### config.mk
export PLATFORM = sky130hd
export DESIGN_NAME = riscv_hart_fetch_sched
export DESIGN_NICKNAME = d
export VERILOG_FILES = /design/src/rtl/riscv_hart_fetch_sched.sv
export SDC_FILE = /design/constraint.sdc
export NUM_CORES = 1
export LEC_CHECK = 0
export ABC_AREA = 1
export ABC_CLOCK_PERIOD_IN_PS = 2450
export CAP_MARGIN = 20
export CORE_ASPECT_RATIO = 0.7
export CORE_MARGIN = 2
export CORE_UTILIZATION = 44
export CTS_CLUSTER_SIZE = 8
export DETAILED_ROUTE_END_ITERATION = 8
export GPL_TIMING_DRIVEN = 0
export HOLD_SLACK_MARGIN = 0.08
export PLACE_DENSITY = 0.77
export SYNTH_ARGS = -nofsm -noshare
export SYNTH_HDL_FRONTEND = slang
export SYNTH_SLANG_ARGS = --single-unit
### constraint.sdc
create_clock -name clk -period 2.45 [get_ports clk]
set_clock_uncertainty 0.1 [all_clocks]
set_input_delay 0.49 -clock clk [delete_from_list [all_inputs] [get_ports clk]]
set_output_delay 0.49 -clock clk [all_outputs]
set_load 0.01 [all_outputs]
### src/rtl/riscv_hart_fetch_sched.sv
// Fine-grained hart scheduler for the multithreaded fetch path.
// Chooses the hart the fetch unit serves next (round-robin over eligible
// harts), sequences boot and debug halt, and tracks the hart tag and valid
// bit of the instruction in IF, ID and EX.
//
// Ports:
//   clk, rst_n                 clock, asynchronous active-low reset
//   fetch_en_i                 core fetch enable, leaves BOOT
//   halt_req_i                 debug halt request (level)
//   hart_active_i/hart_block_i per-hart enable / temporary fetch block
//   issue_ack_i                fetch unit delivered an instruction to IF
//   fetch_busy_i               fetch unit has a memory transaction outstanding
//   id_ready_i/ex_ready_i      stage advance enables
//   flush_ex_i                 taken branch in EX, flush younger of that hart
//   hart_fetch_o, req_o        scheduled hart and its fetch request
//   hart_id_IF/ID/EX_o         stage tags; stage_valid_o = {EX,ID,IF}
//   is_boot_o, boot_pc_set_o   boot state and one-cycle boot PC load
//   halt_if_o, halted_o        halt sequencing
//
// Optional feature macro RISCV_HART_SCHED_PRIO_EN adds prio_en_i/prio_hart_i:
// an eligible priority hart overrides the round-robin pick.
//
// The control outputs are decoded straight from the state register (and
// boot_pc_set_o/req_o from the current inputs) so that boot PC loading and
// fetch requests take effect in the same cycle.

module riscv_hart_fetch_sched #(
    parameter int unsigned NUM_THREADS       = 4,
    parameter int unsigned THREAD_ADDR_WIDTH = 2
) (
    input  logic                         clk,
    input  logic                         rst_n,
`ifdef RISCV_HART_SCHED_PRIO_EN
    input  logic                         prio_en_i,
    input  logic [THREAD_ADDR_WIDTH-1:0] prio_hart_i,
`endif
    input  logic                         fetch_en_i,
    input  logic                         halt_req_i,
    input  logic [NUM_THREADS-1:0]       hart_active_i,
    input  logic [NUM_THREADS-1:0]       hart_block_i,
    input  logic                         issue_ack_i,
    input  logic                         fetch_busy_i,
    input  logic                         id_ready_i,
    input  logic                         ex_ready_i,
    input  logic                         flush_ex_i,
    output logic [THREAD_ADDR_WIDTH-1:0] hart_fetch_o,
    output logic                         req_o,
    output logic [THREAD_ADDR_WIDTH-1:0] hart_id_IF_o,
    output logic [THREAD_ADDR_WIDTH-1:0] hart_id_ID_o,
    output logic [THREAD_ADDR_WIDTH-1:0] hart_id_EX_o,
    output logic [2:0]                   stage_valid_o,
    output logic                         is_boot_o,
    output logic                         boot_pc_set_o,
    output logic                         halt_if_o,
    output logic                         halted_o
);

    localparam int unsigned TW = THREAD_ADDR_WIDTH;

    typedef enum logic [1:0] {
        ST_BOOT   = 2'd0,
        ST_RUN    = 2'd1,
        ST_DRAIN  = 2'd2,
        ST_HALTED = 2'd3
    } state_t;

    state_t                 state, state_nxt;
    logic [TW-1:0]          hart_q, hart_nxt;
    logic [NUM_THREADS-1:0] eligible;
    logic                   any_elig;
    logic [TW-1:0]          rr_pick, rr_cand, sel;
    logic                   rr_found;

    logic [TW-1:0]          if_tag, id_tag, ex_tag;
    logic                   if_v, id_v, ex_v;
    logic                   if_v_f, id_v_f;

    assign eligible = hart_active_i & ~hart_block_i;
    assign any_elig = |eligible;

    // First eligible hart strictly after the current one; offset NUM_THREADS
    // wraps back onto the current hart so a sole eligible hart is kept.
    always_comb begin
        rr_pick  = hart_q;
        rr_cand  = hart_q;
        rr_found = 1'b0;
        for (int unsigned off = 1; off <= NUM_THREADS; off++) begin
            rr_cand = hart_q + TW'(off);
            if (!rr_found && eligible[rr_cand]) begin
                rr_pick  = rr_cand;
                rr_found = 1'b1;
            end
        end
    end

`ifdef RISCV_HART_SCHED_PRIO_EN
    assign sel = (prio_en_i && eligible[prio_hart_i]) ? prio_hart_i : rr_pick;
`else
    assign sel = rr_pick;
`endif

    // State and scheduled-hart registers.
    always_ff @(posedge clk or negedge rst_n) begin
        if (!rst_n) begin
            state  <= ST_BOOT;
            hart_q <= '0;
        end else begin
            state  <= state_nxt;
            hart_q <= hart_nxt;
        end
    end

    // Next state, hart reselection and state-decoded control outputs.
    always_comb begin
        state_nxt     = state;
        hart_nxt      = hart_q;
        is_boot_o     = 1'b0;
        boot_pc_set_o = 1'b0;
        req_o         = 1'b0;
        halt_if_o     = 1'b0;
        halted_o      = 1'b0;
        case (state)
            ST_BOOT: begin
                is_boot_o = 1'b1;
                if (fetch_en_i) begin
                    boot_pc_set_o = 1'b1;
                    state_nxt     = ST_RUN;
                end
            end
            ST_RUN: begin
                req_o = eligible[hart_q];
                if (halt_req_i) state_nxt = ST_DRAIN;
                // Move on after an ack, or abandon an ineligible hart when
                // no transaction is in flight for it.
                if (any_elig && (issue_ack_i || (!eligible[hart_q] && !fetch_busy_i)))
                    hart_nxt = sel;
            end
            ST_DRAIN: begin
                halt_if_o = 1'b1;
                if (!fetch_busy_i) state_nxt = ST_HALTED;
            end
            ST_HALTED: begin
                halt_if_o = 1'b1;
                halted_o  = 1'b1;
                if (!halt_req_i) state_nxt = ST_RUN;
            end
            default: state_nxt = ST_BOOT;
        endcase
    end

    // Flush is applied to the pre-shift contents so flushed entries never move on.
    assign if_v_f = if_v & ~(flush_ex_i && (if_tag == ex_tag));
    assign id_v_f = id_v & ~(flush_ex_i && (id_tag == ex_tag));

    // Tag pipeline IF -> ID -> EX.
    always_ff @(posedge clk or negedge rst_n) begin
        if (!rst_n) begin
            if_tag <= '0;
            id_tag <= '0;
            ex_tag <= '0;
            if_v   <= 1'b0;
            id_v   <= 1'b0;
            ex_v   <= 1'b0;
        end else begin
            if (issue_ack_i) begin
                if_tag <= hart_q;
                if_v   <= 1'b1;
            end else if (id_ready_i) begin
                if_v   <= 1'b0;
            end else begin
                if_v   <= if_v_f;
            end

            if (id_ready_i) begin
                id_tag <= if_tag;
                id_v   <= if_v_f;
            end else if (ex_ready_i) begin
                id_v   <= 1'b0;
            end else begin
                id_v   <= id_v_f;
            end

            if (ex_ready_i) begin
                ex_tag <= id_tag;
                ex_v   <= id_v_f;
            end
        end
    end

    assign hart_fetch_o  = hart_q;
    assign hart_id_IF_o  = if_tag;
    assign hart_id_ID_o  = id_tag;
    assign hart_id_EX_o  = ex_tag;
    assign stage_valid_o = {ex_v, id_v, if_v};

endmodule

==> metrics.txt, run 1 <==
outcome completed; r2r endpoint state[1]$_DFFE_PN0P_; initial antenna violation count 0; Sink Count 13; Seq cells post-synth 13; Routed Antenna Nets 0; drt drc 0; top-level port count 33; Post-synth top cells 29 x nand2_1, 17 x inv_1, 15 x nand3_1; vias 982; RSZ-0062 raised after global routing false; Max VDD drop just under 0.0006 V; # diodes 0; DIE AREA 2660 um^2; PD cells about 1100 nW/um^2; Buffers on Ports 32; Syn Area/Cell around 7.6 um^2; FF-to-FF Start state[1]$_DFFE_PN0P_; CP endpoint kind output pin; Static Leak 0.6703 nW; Post-Route WL roughly 2500 um; layout cells sized above 1 18.56%; Initial DRC Count 48; combinational power share 67.9%; CTS Hold Bufs 0; Slew Viols, Final 0; hold endpoint hart_id_ID_o[0]$_DFFE_PN0P_; Switching Share 46.82%; Via density a little under 5; Worst-Margin Slew ~600 ps; Max FO, Critical Path 5; number of global-route vias before repair 1013; first-pass GRT wire length 4160 um; Critical Path AT approximately 1700 ps; area leader, netlist dfrtp_1; Min Clock Period, post-route approximately 2300 ps; CP Class register to output pin; CP max stage delay roughly 480 ps; Slowest-stage cell, CP clkdlybuf4s50_1; Synth async-reset ratio between 90% and 100%; gr usage total approximately a fifth; post-synthesis cell count 131; Mapped Area ~990 um^2; Pint 0.8177 mW; largest cells by area after synthesis dfrtp_1 33%, nand2_1 11%, nand3_1 7.6%, inv_1 6.4%, ha_1 6.3%; R2R depth 7; Pre-Repair DR Iteration Count 4; Final Net Count 190; share of the synthesized area in the top cell type between 30% and 40%; clk buf depth 2; sequential area share after synthesis 32.75%; Area Growth Syn to Fin 38.92%; number of flops mapped to enable cells by yosys 0; postcts setup bufs 0; Clk network pwr share between 8 and 9%; # H-tree levels 1; synth warn 0; critical-path cell list inv_1, ha_1, or2_2, clkdlybuf4s50_1; clk slew on worst S/H paths 80 ps; CTS Buf Count 3; Final period util 95.07%; initial core utilization 46.49%; post-DP HPWL between 2000 and 2500 um; Final Hold Vio Count 0; Critical Path RT 1860 ps; post-route cell area between 1000 and 1500 um^2; hold path cells 2; final design utilization 64.58%; Hold Crit Class register to register; Psw 0.7199 mW; Top FF cell, synth dfrtp_1; cell row count 14; Seq pwr share 23.4%; GPL Wtd Cong 0.7554; final setup vio count 0; hold slack 432.5 ps; most common cell in the netlist nand2_1; Area after DPL 1354 um^2; Synth Net Count 153; DR WL/cell about 12 um; Chip Height 43.76 um; largest net degree at the start of global routing 14; Worst setup SP type register; Root Buffer clkbuf_4; CTS tree done; core area around 2100 um^2; max-cap violation count 0; worst min-delay path startpoint hart_id_IF_o[0]$_DFFE_PN0P_; clk_lat worst skew between 200 and 300 ps; Max-slew headroom ~60%; synth unique cells 26; FMAX 429.3 MHz; flop2flop setup slack 740 ps; grt ovf 0; Die X 60.80 um
through the flow:
stage | cells | setup TNS, ps | setup slack (ps) | power [mW]
CTS | 199 | 0 | 61.62 | 1.548
floorplan | 131 | 0 | 883.5 | 1.050
detailed placement | 195 | -86.75 | -86.75 | 1.411
global route | 199 | 0 | 19.81 | 1.681
global placement | 195 | -63.37 | -63.37 | 1.361
finish | 199 | 0 | 120.8 | 1.538
repair_timing:
action                                  4_1_cts  5_1_grt
gates resized for setup                       1        1
endpoints found under the setup margin        1        1
gates cloned                                  0        0
pin swaps                                     0        0
layout make-up:
class | count | area (um^2)
fill | 210 | 757.0
multi-input combinational | 92 | 531.8
sequential | 13 | 326.6
timing repair buffer | 32 | 319.1
inverter | 21 | 91.34
buffer | 5 | 45.04
tap | 32 | 40.04
clock buffer | 4 | 26.28
critical path: cells and delay by family (launching register included):
| family | cells | cell delay [ps] |
|---|---|---|
| buffers and inverters | 2 | 550 |
| flip-flops | 1 | 410 |
| AND/OR/NAND/NOR | 1 | 290 |
| adder cells (fa/ha/maj) | 1 | 200 |
how the worst max path moves through the flow:
stage                                           start         to  slack [ps]
final                            state[0]$_DFFE_PN0P_  halt_if_o         120
after global routing             state[0]$_DFFE_PN0P_  halt_if_o          20
after CTS                        state[0]$_DFFE_PN0P_  halt_if_o          60
after detailed placement             hart_active_i[1]      req_o         -90
after global placement               hart_active_i[1]      req_o         -60
after floorplan           hart_fetch_o[0]$_DFFE_PN0P_      req_o         880
power groups by stage:
stage                     clock network (mW)  logic, mW  registers (mW)
after floorplan                            0      0.680           0.370
after global placement                     0       1.01           0.354
after detailed placement                   0       1.05           0.362
after CTS                              0.140       1.05           0.358
after global routing                   0.148       1.16           0.372
final                                  0.134       1.04           0.359
cells in the final DEF, fill, tap and decap left out, types with 2 or more instances in the layout:
master	n
clkbuf_4	3
buf_4	3
a21oi_1	4
inv_1	17
ha_1	5
nand4_1	2
nor2_1	4
buf_6	2
inv_4	2
nand2_1	29
clkdlybuf4s50_1	31
dfrtp_1	12
nand2_2	8
nand2_4	2
o21ai_0	9
nand3_2	5
nand3_1	15
registers in the layout, indices dropped and copies added, names as in the netlist:
| name | flops |
|---|---|
| hart_id_IF_o | 2 |
| state | 2 |
| hart_fetch_o | 2 |
| hart_id_ID_o | 2 |
| id_v | 1 |
| ex_v | 1 |
| hart_id_EX_o | 2 |
| if_v | 1 |
cells by family (layout without fill, tap and decap cells):
family,count (synthesis),in the layout,share of synthesized area [%]
buf+inv,26,62,13.73
flops,13,13,32.75
compound gates,17,17,9.698
xor+xnor,1,1,0.8818
fa+ha+maj,5,5,6.297
simple gates,69,69,36.65
routing by layer:
layer	vias to the layer above	routed length [um]	GRT usage, %
met3	4	126	5.075
met2	30	1207	36.34
li1	490	-	-
met4	0	31	5.217
met1	458	1117	26.07
met5	-	0	0
(Power assumes the default switching activity.)
==> inputs of run 2 (changes only) <==
--- a/config.mk
+++ b/config.mk
@@ -9,7 +9,6 @@
 export ABC_CLOCK_PERIOD_IN_PS = 2450
 export CAP_MARGIN = 20
 export CORE_ASPECT_RATIO = 0.7
-export CORE_MARGIN = 2
 export CORE_UTILIZATION = 44
 export CTS_CLUSTER_SIZE = 8
 export DETAILED_ROUTE_END_ITERATION = 8
==> run 2 against run 1 <==
Flip-flop and latch count did not move. Clock power barely moved. Utilization rose by 4.8 points. Worst hold slack got worse by 30 ps. Die area fell by 7.7%. Global-route usage rose by 1.0 points. Via count fell by 1.0%. Sequential power fell by 1%. Combinational power barely moved. Critical path type unchanged. Count of clock-buffer cells in the layout did not move.
==> metrics.txt, run 2 (synthesis results as in run 1) <==
final setup vio count 0; max-cap violation count 0; Initial DRC Count 46; placed cell count 193; # H-tree levels 1; PD cells 1115 nW/um^2; hold slack 402.4 ps; Final period util 95.89%; initial antenna violation count 0; Max VDD drop 0.0005054 V; CTS Hold Bufs 0; DR WL/cell 11.77 um; post-route cell area between 1000 and 1500 um^2; Area Growth Syn to Fin 38.54%; Min Clock Period, post-route 2349 ps; setup TNS 0 ps; crit path from state[0]$_DFFE_PN0P_; Chip Height roughly 42 um; number of global-route vias before repair between 900 and 1000; Hold Crit Class register to register; CTS Buf Count 3; # diodes 0; Filler cells between 150 and 200; post-DP HPWL 1920 um; layout cells sized above 1 17.96%; initial core utilization 50.06%; DIE AREA 2455 um^2; CP Class register to output pin; top-level port count 33; Max FO, Critical Path 5; grt ovf 0; Static Leak about 0.67 nW; Post-Route WL 2319 um; RSZ-0062 raised after global routing false; Via density between 4 and 5; Final Hold Vio Count 0; Critical Path RT 1860 ps; cell row count 13; most common cell after layout, fill and taps aside clkdlybuf4s50_1; clk_lat worst skew about 280 ps; post-route insts no fill 197; core area 1984 um^2; Root Buffer clkbuf_4; FF-to-FF Start state[0]$_DFFE_PN0P_; Worst setup SP type register; most frequent cells in the layout 31 x clkdlybuf4s50_1, 29 x nand2_1, 17 x inv_1; FMAX 425.7 MHz; GPL Wtd Cong 0.8026; CP endpoint kind output pin; Max-slew headroom between 60% and 70%; clk buf depth 2; Routed Antenna Nets 0; gr usage total 21.93%; vias between 900 and 1000; drt drc 0; Final Net Count 190; Buffers on Ports 32; outcome completed; Die X 58.80 um; clk slew on worst S/H paths 80 ps; CTS tree done; worst min-delay path startpoint hart_id_IF_o[0]$_DFFE_PN0P_; Worst-Margin Slew around 600 ps; first-pass GRT wire length between 4000 and 5000 um; Tot Pwr 1.535 mW; Sink Count 13; Pre-Repair DR Iteration Count 4; Slew Viols, Final 0; largest net degree at the start of global routing 14; Critical Path AT 1760 ps; Area after DPL 1351 um^2
==> run 2: cell count changes in the layout (fill, tap and decap cells not counted) <==
cell	previous run	this run
dfrtp_1	12	13
dfrtp_2	1	0
==> run 2: report_power, final <==
group	switching, mW	internal (mW)
combinational	0.582	0.464
clock	0.0719	0.0632
sequential	0.0651	0.289
total	0.719	0.817
==> run 2: final timing paths <==
path / depth (start not counted) / slack [ps] / endpoint
setup / recovery: 4 / 100 / halt_if_o
max in group asynchronous: 1 / 1380 / if_v$_DFF_PN0_
hold / removal: 2 / 400 / hart_id_ID_o[0]$_DFFE_PN0P_
min in group asynchronous: 1 / 480 / hart_id_IF_o[1]$_DFFE_PN0P_
setup reg to reg: 6 / 800 / state[1]$_DFFE_PN0P_
hold reg to reg: 2 / 400 / hart_id_ID_o[0]$_DFFE_PN0P_
==> run 2: critical path, stage by stage, from the launching register on <==
cell             delay [ps]
dfrtp_1                 420
inv_1                    80
ha_1                    210
or2_2                   280
clkdlybuf4s50_1         480
==> run 2: metal layers <==
metal  part of all wire, %  track usage, %  wire length [um]  vias to the layer above
met1                    47           30.15              1093                      432
met5                     0               0                 0                        -
met3                   8.8           7.165               205                        4
met2                    43           32.27               989                       38
met4                   1.3           6.667                30                        0
li1                      -               -                 -                      498
==> run 2: stage by stage <==
step                worst slack (ps)  util, %
CTS                            81.40    69.36
global route                   10.51    69.36
finish                         100.8    69.36
global placement              -59.62    68.10
floorplan                      883.5        -
detailed placement            -80.43    68.10
==> run 2: area by class of cell <==
| cell class | count | area (um^2) | share of cell area [%] |
|---|---|---|---|
| Multi-Input combinational cell | 92 | 531.8 | 38.64 |
| Sequential cell | 13 | 325.3 | 23.64 |
| Timing Repair Buffer | 32 | 319.1 | 23.18 |
| Inverter | 21 | 91.34 | 6.636 |
| Buffer | 5 | 45.04 | 3.273 |
| Tap cell | 30 | 37.54 | 2.727 |
| Clock buffer | 4 | 26.28 | 1.909 |
==> run 2: what timing repair did <==
action | in CTS | in global routing
endpoints found under the setup margin | 1 | 0
resized for setup | 1 | 0
setup buffers | 0 | 0
